## src/rtl/switch_output_queue_if.sv

```systemverilog
// Handshake bundle between the switch-side producer, the egress queue and its consumer.
// Optional drop counter signals exist only when SWITCH_OUTQ_DROP_COUNTER_EN is defined.
interface switch_output_queue_if #(
  parameter int DATA_WIDTH = 64,
  parameter int DEPTH      = 8
);
  logic                     in_valid;
  logic [DATA_WIDTH-1:0]    in_data;
  logic                     out_valid;
  logic                     out_ready;
  logic [DATA_WIDTH-1:0]    out_data;
  logic [$clog2(DEPTH):0]   count;
  logic                     almost_full;
  logic                     overflow;
`ifdef SWITCH_OUTQ_DROP_COUNTER_EN
  logic [15:0]              drop_count;
  logic                     drop_count_clear;

  modport master (
    output in_valid, in_data, out_ready, drop_count_clear,
    input  out_valid, out_data, count, almost_full, overflow, drop_count
  );
  modport slave (
    input  in_valid, in_data, out_ready, drop_count_clear,
    output out_valid, out_data, count, almost_full, overflow, drop_count
  );
`else
  modport master (
    output in_valid, in_data, out_ready,
    input  out_valid, out_data, count, almost_full, overflow
  );
  modport slave (
    input  in_valid, in_data, out_ready,
    output out_valid, out_data, count, almost_full, overflow
  );
`endif
endinterface

```

## src/rtl/switch_output_queue.sv

```systemverilog
// Per-port egress FIFO behind very_simple_switch: first-word fall-through, drop-on-full with overflow pulse.
// Define SWITCH_OUTQ_DROP_COUNTER_EN to add a saturating 16-bit drop counter with clear.
module switch_output_queue #(
  parameter int DATA_WIDTH  = 64,
  parameter int DEPTH       = 8,
  parameter int AFULL_LEVEL = 6
) (
  input logic                   clk,
  input logic                   reset,
  switch_output_queue_if.slave  q
);
  localparam int AW = $clog2(DEPTH);
  localparam int CW = AW + 1;
  localparam logic [CW-1:0] FULL_COUNT  = CW'(DEPTH);
  localparam logic [CW-1:0] AFULL_COUNT = CW'(AFULL_LEVEL);

  logic [DATA_WIDTH-1:0] mem [DEPTH];
  logic [AW-1:0]         wr_ptr;
  logic [AW-1:0]         rd_ptr;
  logic [CW-1:0]         count;
  logic                  overflow;

  logic full, pop, push, drop;

  // Full/empty come from the occupancy count so the pointers can wrap freely.
  assign full = (count == FULL_COUNT);
  assign pop  = (count != '0) && q.out_ready;
  assign push = q.in_valid && (!full || pop);
  assign drop = q.in_valid && full && !pop;

  always_ff @(posedge clk) begin
    if (!reset) begin
      wr_ptr   <= '0;
      rd_ptr   <= '0;
      count    <= '0;
      overflow <= 1'b0;
    end else begin
      overflow <= drop;
      if (push) wr_ptr <= wr_ptr + AW'(1);
      if (pop)  rd_ptr <= rd_ptr + AW'(1);
      if (push && !pop)      count <= count + CW'(1);
      else if (pop && !push) count <= count - CW'(1);
    end
  end

  // NOTE: storage has no reset; occupancy tracking alone decides what is valid.
  always_ff @(posedge clk) begin
    if (push && reset) mem[wr_ptr] <= q.in_data;
  end

  assign q.out_valid   = (count != '0);
  assign q.out_data    = mem[rd_ptr];
  assign q.count       = count;
  assign q.almost_full = (count >= AFULL_COUNT);
  assign q.overflow    = overflow;

`ifdef SWITCH_OUTQ_DROP_COUNTER_EN
  logic [15:0] drop_count;

  // Clear wins over a simultaneous drop; the counter sticks at all-ones.
  always_ff @(posedge clk) begin
    if (!reset) begin
      drop_count <= '0;
    end else if (q.drop_count_clear) begin
      drop_count <= '0;
    end else if (drop && drop_count != 16'hFFFF) begin
      drop_count <= drop_count + 16'd1;
    end
  end

  assign q.drop_count = drop_count;
`endif
endmodule
```

## src/flat_wrapper.sv

```systemverilog
// flat-port wrapper written by rule: the top's interface ports become plain ports
module switch_output_queue_flat 
#(
  parameter int DATA_WIDTH  = 64,
  parameter int DEPTH       = 8,
  parameter int AFULL_LEVEL = 6
)
  (clk, reset, q_in_valid, q_in_data, q_out_ready, q_out_valid, q_out_data, q_count, q_almost_full, q_overflow);
  switch_output_queue_if #(.DATA_WIDTH(DATA_WIDTH), .DEPTH(DEPTH)) q_i ();
  input logic clk;
  input logic reset;
  input wire logic [$bits(q_i.in_valid)-1:0] q_in_valid;
  input wire logic [$bits(q_i.in_data)-1:0] q_in_data;
  input wire logic [$bits(q_i.out_ready)-1:0] q_out_ready;
  output wire logic [$bits(q_i.out_valid)-1:0] q_out_valid;
  output wire logic [$bits(q_i.out_data)-1:0] q_out_data;
  output wire logic [$bits(q_i.count)-1:0] q_count;
  output wire logic [$bits(q_i.almost_full)-1:0] q_almost_full;
  output wire logic [$bits(q_i.overflow)-1:0] q_overflow;
  assign q_i.in_valid = q_in_valid;
  assign q_i.in_data = q_in_data;
  assign q_i.out_ready = q_out_ready;
  assign q_out_valid = q_i.out_valid;
  assign q_out_data = q_i.out_data;
  assign q_count = q_i.count;
  assign q_almost_full = q_i.almost_full;
  assign q_overflow = q_i.overflow;
  switch_output_queue #(.DATA_WIDTH(DATA_WIDTH), .DEPTH(DEPTH), .AFULL_LEVEL(AFULL_LEVEL)) u_core (.clk(clk), .reset(reset), .q(q_i));
endmodule
```

## config.mk

```make
export PLATFORM = sky130hd
export DESIGN_NAME = switch_output_queue_flat
export DESIGN_NICKNAME = d
export VERILOG_FILES = /design/src/rtl/switch_output_queue_if.sv /design/src/rtl/switch_output_queue.sv /design/src/flat_wrapper.sv
export SDC_FILE = /design/constraint.sdc
export NUM_CORES = 1
export LEC_CHECK = 0
export BUFFER_PORTS_ARGS = -buffer_cell sky130_fd_sc_hd__buf_2
export CAP_MARGIN = 15
export CORE_ASPECT_RATIO = 1.4
export CORE_UTILIZATION = 55
export CTS_BUF_LIST = sky130_fd_sc_hd__clkbuf_16
export DETAILED_ROUTE_END_ITERATION = 8
export GPL_ROUTABILITY_DRIVEN = 0
export GPL_TIMING_DRIVEN = 1
export PLACE_DENSITY_LB_ADDON = 0.08
export RECOVER_POWER = 50
export SYNTH_ARGS = -nofsm -noshare
export SYNTH_HDL_FRONTEND = slang
export SYNTH_SLANG_ARGS = --single-unit
```

## constraint.sdc

```tcl
create_clock -name clk -period 13.4 [get_ports clk]
set_clock_uncertainty 0.15 [all_clocks]
set_input_delay 2.01 -clock clk [delete_from_list [all_inputs] [get_ports clk]]
set_output_delay 2.01 -clock clk [all_outputs]
set_load 0.01 [all_outputs]
```

== Word level (Yosys, flattened, before mapping) ==
Memory sizes are Yosys's and may differ from the RTL's. A register that Yosys moved wholly into a read port is not among the register bits.
Index checks and enable logic that the tools add are counted.

* Input port bits: 68
* Output and inout port bits: 71
* Bits in latches: 0
* Bits in writable memories: 512
* Word-level logic and storage cells: 30
* Bits in registers: 11
* Memories kept: 1
* ROM bits: 0

* $mul: 0
* Shift operators: 0
* Bitwise logic cells: 0
* Order comparisons: 1
* Eq/ne operators: 1
* Div/mod/pow operators: 0
* $add $sub $neg: 4
* Reduce and logical (&&, ||, !) cells: 13
* Multiplexer cells: 6

{| class="wikitable"
|+ Memory list
! name !! depth !! bits a word !! rd ports !! clocked after memory_dff !! write ports !! line !! text
|-
| u_core.mem || 8 || 64 || 1 || 1 || 1 || switch_output_queue.sv:17 || <nowiki>logic [DATA_WIDTH-1:0] mem [DEPTH];</nowiki>
|}

{| class="wikitable"
|+ Operators with widths
! operator !! number
|-
| 4-bit two-way mux || 2
|-
| 1-bit logical AND || 7
|-
| 3-bit by 1-bit adder with 3-bit output (second input constant) || 2
|-
| 3-bit two-way mux || 2
|-
| 4-bit by 1-bit adder with 4-bit output (second input constant) || 1
|-
| 4-bit == test (second input constant) || 1
|-
| 4-bit by 3-bit greater-or-equal comparator with 1-bit output (second input constant) || 1
|-
| 4-bit nonzero test || 1
|-
| 4-bit by 1-bit subtractor with 4-bit output (second input constant) || 1
|-
| 1-bit zero test || 3
|-
| 1-bit two-way mux || 2
|-
| 2-bit nonzero test || 1
|-
| 1-bit logical OR || 1
|}

== Longest topological paths before layout ==
* Depth after elaboration: 8
* Mapped depth: 10
* Mapped depth without buffers: 10

== Worst setup path after synthesis ==
Ideal clock, no wire load.

* Kind: input to register
* From: in q_out_ready
* To: mem u_core.mem[5][0] (enable)
* Setup slack: 5.456 ns
* Path buffers: 0
* Arrival time: 7.216 ns
* Library setup time: 0.578 ns
* Cell stages on the path: 5
* Data required time: 12.672 ns
* Path through: nand2b_1 -> o21ai_1 -> inv_1 -> nand3_1 -> nor3b_1

* Longest elaborated chain between the ends: 6

{| class="wikitable"
|+ RTL lines
! item !! line !! text
|-
| from (decl) || flat_wrapper.sv:14 || <nowiki>input wire logic [$bits(q_i.out_ready)-1:0] q_out_ready;</nowiki>
|-
| 1-bit logical AND || switch_output_queue.sv:27 || <nowiki>assign pop = (count != '0) && q.out_ready;</nowiki>
|-
| 1-bit logical OR || switch_output_queue.sv:28 || <nowiki>assign push = q.in_valid && (!full || pop);</nowiki>
|-
| 1-bit logical AND || switch_output_queue.sv:28 ||
|-
| 1-bit logical AND || switch_output_queue.sv:48 || <nowiki>if (push && reset) mem[wr_ptr] <= q.in_data;</nowiki>
|-
| 1-bit two-way mux || switch_output_queue.sv:48 ||
|-
| 1-bit two-way mux (not written as such) || switch_output_queue.sv:48 ||
|-
| to (decl) || switch_output_queue.sv:17 ||
|}

No other way between the ends.

==> run metrics <==
VDD IR max=around 0.12 mV; clock net sink count=526; sum of negative setup slack=0 ns; total inserted antenna cells=0; via density per instance=roughly 6; Filler Cells Inserted=between 2,000 and 2,500; TritonRoute pass-1 iters=5; first-pass GRT wire length=roughly 56 mm; maximum level of the CTS H-tree=2; Die Height=around 230 um; routed len/inst=25.29 um; final design utilization=0.6329; final number of max-transition violations=56; number of buffers on the longest clock path=3; Root Buffer Master=clkbuf_16; area share of the largest cell type after synthesis=0.7721; kind of end point of the critical path=primary output; grt ovf=0; routed via count=between 8,000 and 9,000; min Tclk post-route=5.562 ns; half-perimeter wire length after detailed placement=between 20 and 25 mm; final wirelength=approximately 38 mm; largest area contributor in the netlist=edfxtp_1; P_leak=around 0.007 uW; TritonCTS clock tree=done; relative max-transition margin=-0.3661; Gates resized, CTS repair=0; summed instance area of the synthesized netlist=19,910 um^2; number of antenna violations at the first check in global routing=3; overall die area=roughly 37,000 um^2; power density over the cells=between 150 and 200 nW/um^2; Startpoint Class=flop; Least-Margin Pin Slew=between 2 and 2.5 ns; Synth Instances=816; sequential share of the synthesized area=0.7861; violated checks=capacitance limit, slew limit; worst reg2reg setup slack=slightly below 10 ns; count of input and output buffers=138; GRT Util Overall=0.2106; maximum number of pins on one net before global-route repair=73; number of buffers added by the clock tree synthesis step=48; share of cells above drive strength 1=0.3441; initial cell density of the core=0.5578; Nets=roughly 1,100; worst setup path class=flop to primary output; maximum clock frequency=~180 MHz; status=complete, but fails checks; Yosys warnings=0; Setup Viol. Count Final=0; endpoints failing hold=0; remaining routing DRC violations=0; clock latency reported for the late side of the worst-skew pair=approximately 0.57 ns; data arrival time of the critical path=3.40 ns; max-cap viol count=2; width of the die=around 160 um; required time of the critical path=about 11 ns; flop and latch count out of synthesis=526; mean cell area of the mapped netlist=about 24 um^2; core box area=~36,000 um^2; number of hold buffers added after cts=0; Boundary Pins=between 100 and 150; final worst path period share=0.4151; layout overhead on the synthesized area=13.48%; number of nets with antenna violations after routing=0; Mapped Nets=890; worst min-delay path category=flop to flop; buffer count from post-CTS setup fixing=0; standard-cell rows=a little over 80; clock transition at the registers of the reported paths=approximately 0.060 ns; violation count after the first detailed-routing iteration=between 600 and 700; via count of the first global-routing pass=9,421; leading cell types by total area after synthesis=edfxtp_1, mux4_2, mux2_2; largest driver fanout on the critical path=38; setup repair after global routing missed its margin=false; distinct cell type count after synthesis=32
[through the flow]
step           area [um^2]  power [uW]  worst slack, ns  instances  hold slack, ns
4_1_cts              22690        4086            7.535       1484          0.3863
2_1_floorplan        19910        2562            5.456        816          0.3681
5_1_grt              22600        4204            7.545       1485          0.4172
6_report             22600        4039            7.838       1485          0.3872
3_5_place_dp         21120        2765            8.141       1395          0.3722
3_3_place_gp         21120        2744            8.152       1395          0.3633
[synth_stat cells]
library cell / number
a211oi_1: 1
a21boi_0: 1
a21o_1: 1
a21oi_1: 1
a31oi_1: 1
and2_1: 7
buf_1: 9
buf_2: 3
buf_4: 2
buf_6: 12
clkbuf_1: 11
dfxtp_1: 14
edfxtp_1: 512
fa_1: 1
ha_1: 5
inv_1: 2
mux2_2: 64
mux2i_1: 3
mux4_2: 128
nand2_1: 7
nand2b_1: 3
nand3_1: 3
nor2_1: 6
nor2b_1: 2
nor3_1: 3
nor3b_1: 2
o211ai_1: 1
o21ai_0: 2
o21ai_1: 1
or3_1: 1
or4_4: 1
xnor2_1: 6
[power breakdown]
| group | switching [uW] | internal, uW | leakage [uW] |
|---|---|---|---|
| registers | 66.1 | 1860 | 0.00474 |
| logic | 351 | 439 | 0.00151 |
| clock network | 572 | 755 | 0.000804 |
[cell usage in the layout (no fill, tap or decap), types with 2 or more instances in the layout]
cell type  netlist  final
and2_1           7      2
clkbuf_16        0     48
nor3_1           3      2
and2_0           0      5
nand2_1          7      7
mux2i_1          3      3
mux4_2         128    128
ha_1             5      5
clkbuf_1        11     74
nand2b_1         3      3
nand3_1          3      3
bufinv_16        0      5
inv_6            0      2
o21ai_0          2      3
clkinv_2         0      7
dfxtp_4          0      3
nor2_4           0      4
xnor2_1          6      6
buf_2            3     66
clkinv_1         0      9
clkinv_8         0      3
edfxtp_1       512    512
mux2_2          64     64
clkinv_4         0      3
dfxtp_1         14     11
nor2b_1          2      2
nor2_1           6      2
inv_1            2     13
buf_4            2     14
[metal layers]
layer  vias up  wire [um]  global-route usage
met2       231      19920              0.3635
met5         -         38                   0
met4         6        714             0.05517
li1       3811          -                   -
met1      4646      14730              0.2741
met3        55       2153             0.04300
[kinds of logic (layout without fill, tap and decap cells)]
kind of cell	after synthesis	after routing	synth area share
compound gates	9	9	0.002828
xor+xnor	6	6	0.002639
fa+ha+maj	6	6	0.004147
buf+inv	39	246	0.01244
flops	526	526	0.7861
mux	195	195	0.1825
simple gates	35	35	0.009361
[path summary, 6_finish.rpt]
path | startpoint | end | cells after the start
hold / removal | u_core.q.count[3] | u_core.q.count[3] | 2
setup / recovery | flop | q_out_data[14] | 5
setup reg to reg | u_core.q.count[1] | u_core.mem[3][24] | 6
hold reg to reg | u_core.q.count[3] | u_core.q.count[3] | 2
[cell type report]
type	instances	area (um^2)	share of cell area
clock inverter	41	360.3	0.01595
clock buffer	48	1201	0.05315
inverter	2	7.507	0.0003322
timing repair buffer	155	733.2	0.03245
multi-input combinational	251	4051	0.1793
tap	462	578.1	0.02558
sequential	526	15670	0.6933
[registers in the layout, summed over array words and instances, names as in the netlist, named ones only]
signal	count
u_core.mem	512
u_core.rd_ptr	3
u_core.wr_ptr	3
u_core.q.overflow	1
u_core.q.count	4
[worst max-delay path, cell delays in order (launching register included)]
cell	delay [ns]
dfxtp_4	0.78
buf_12	0.30
buf_4	0.66
mux4_2	0.58
mux2_2	0.31
buf_2	0.15
(Power assumes the default switching activity.)
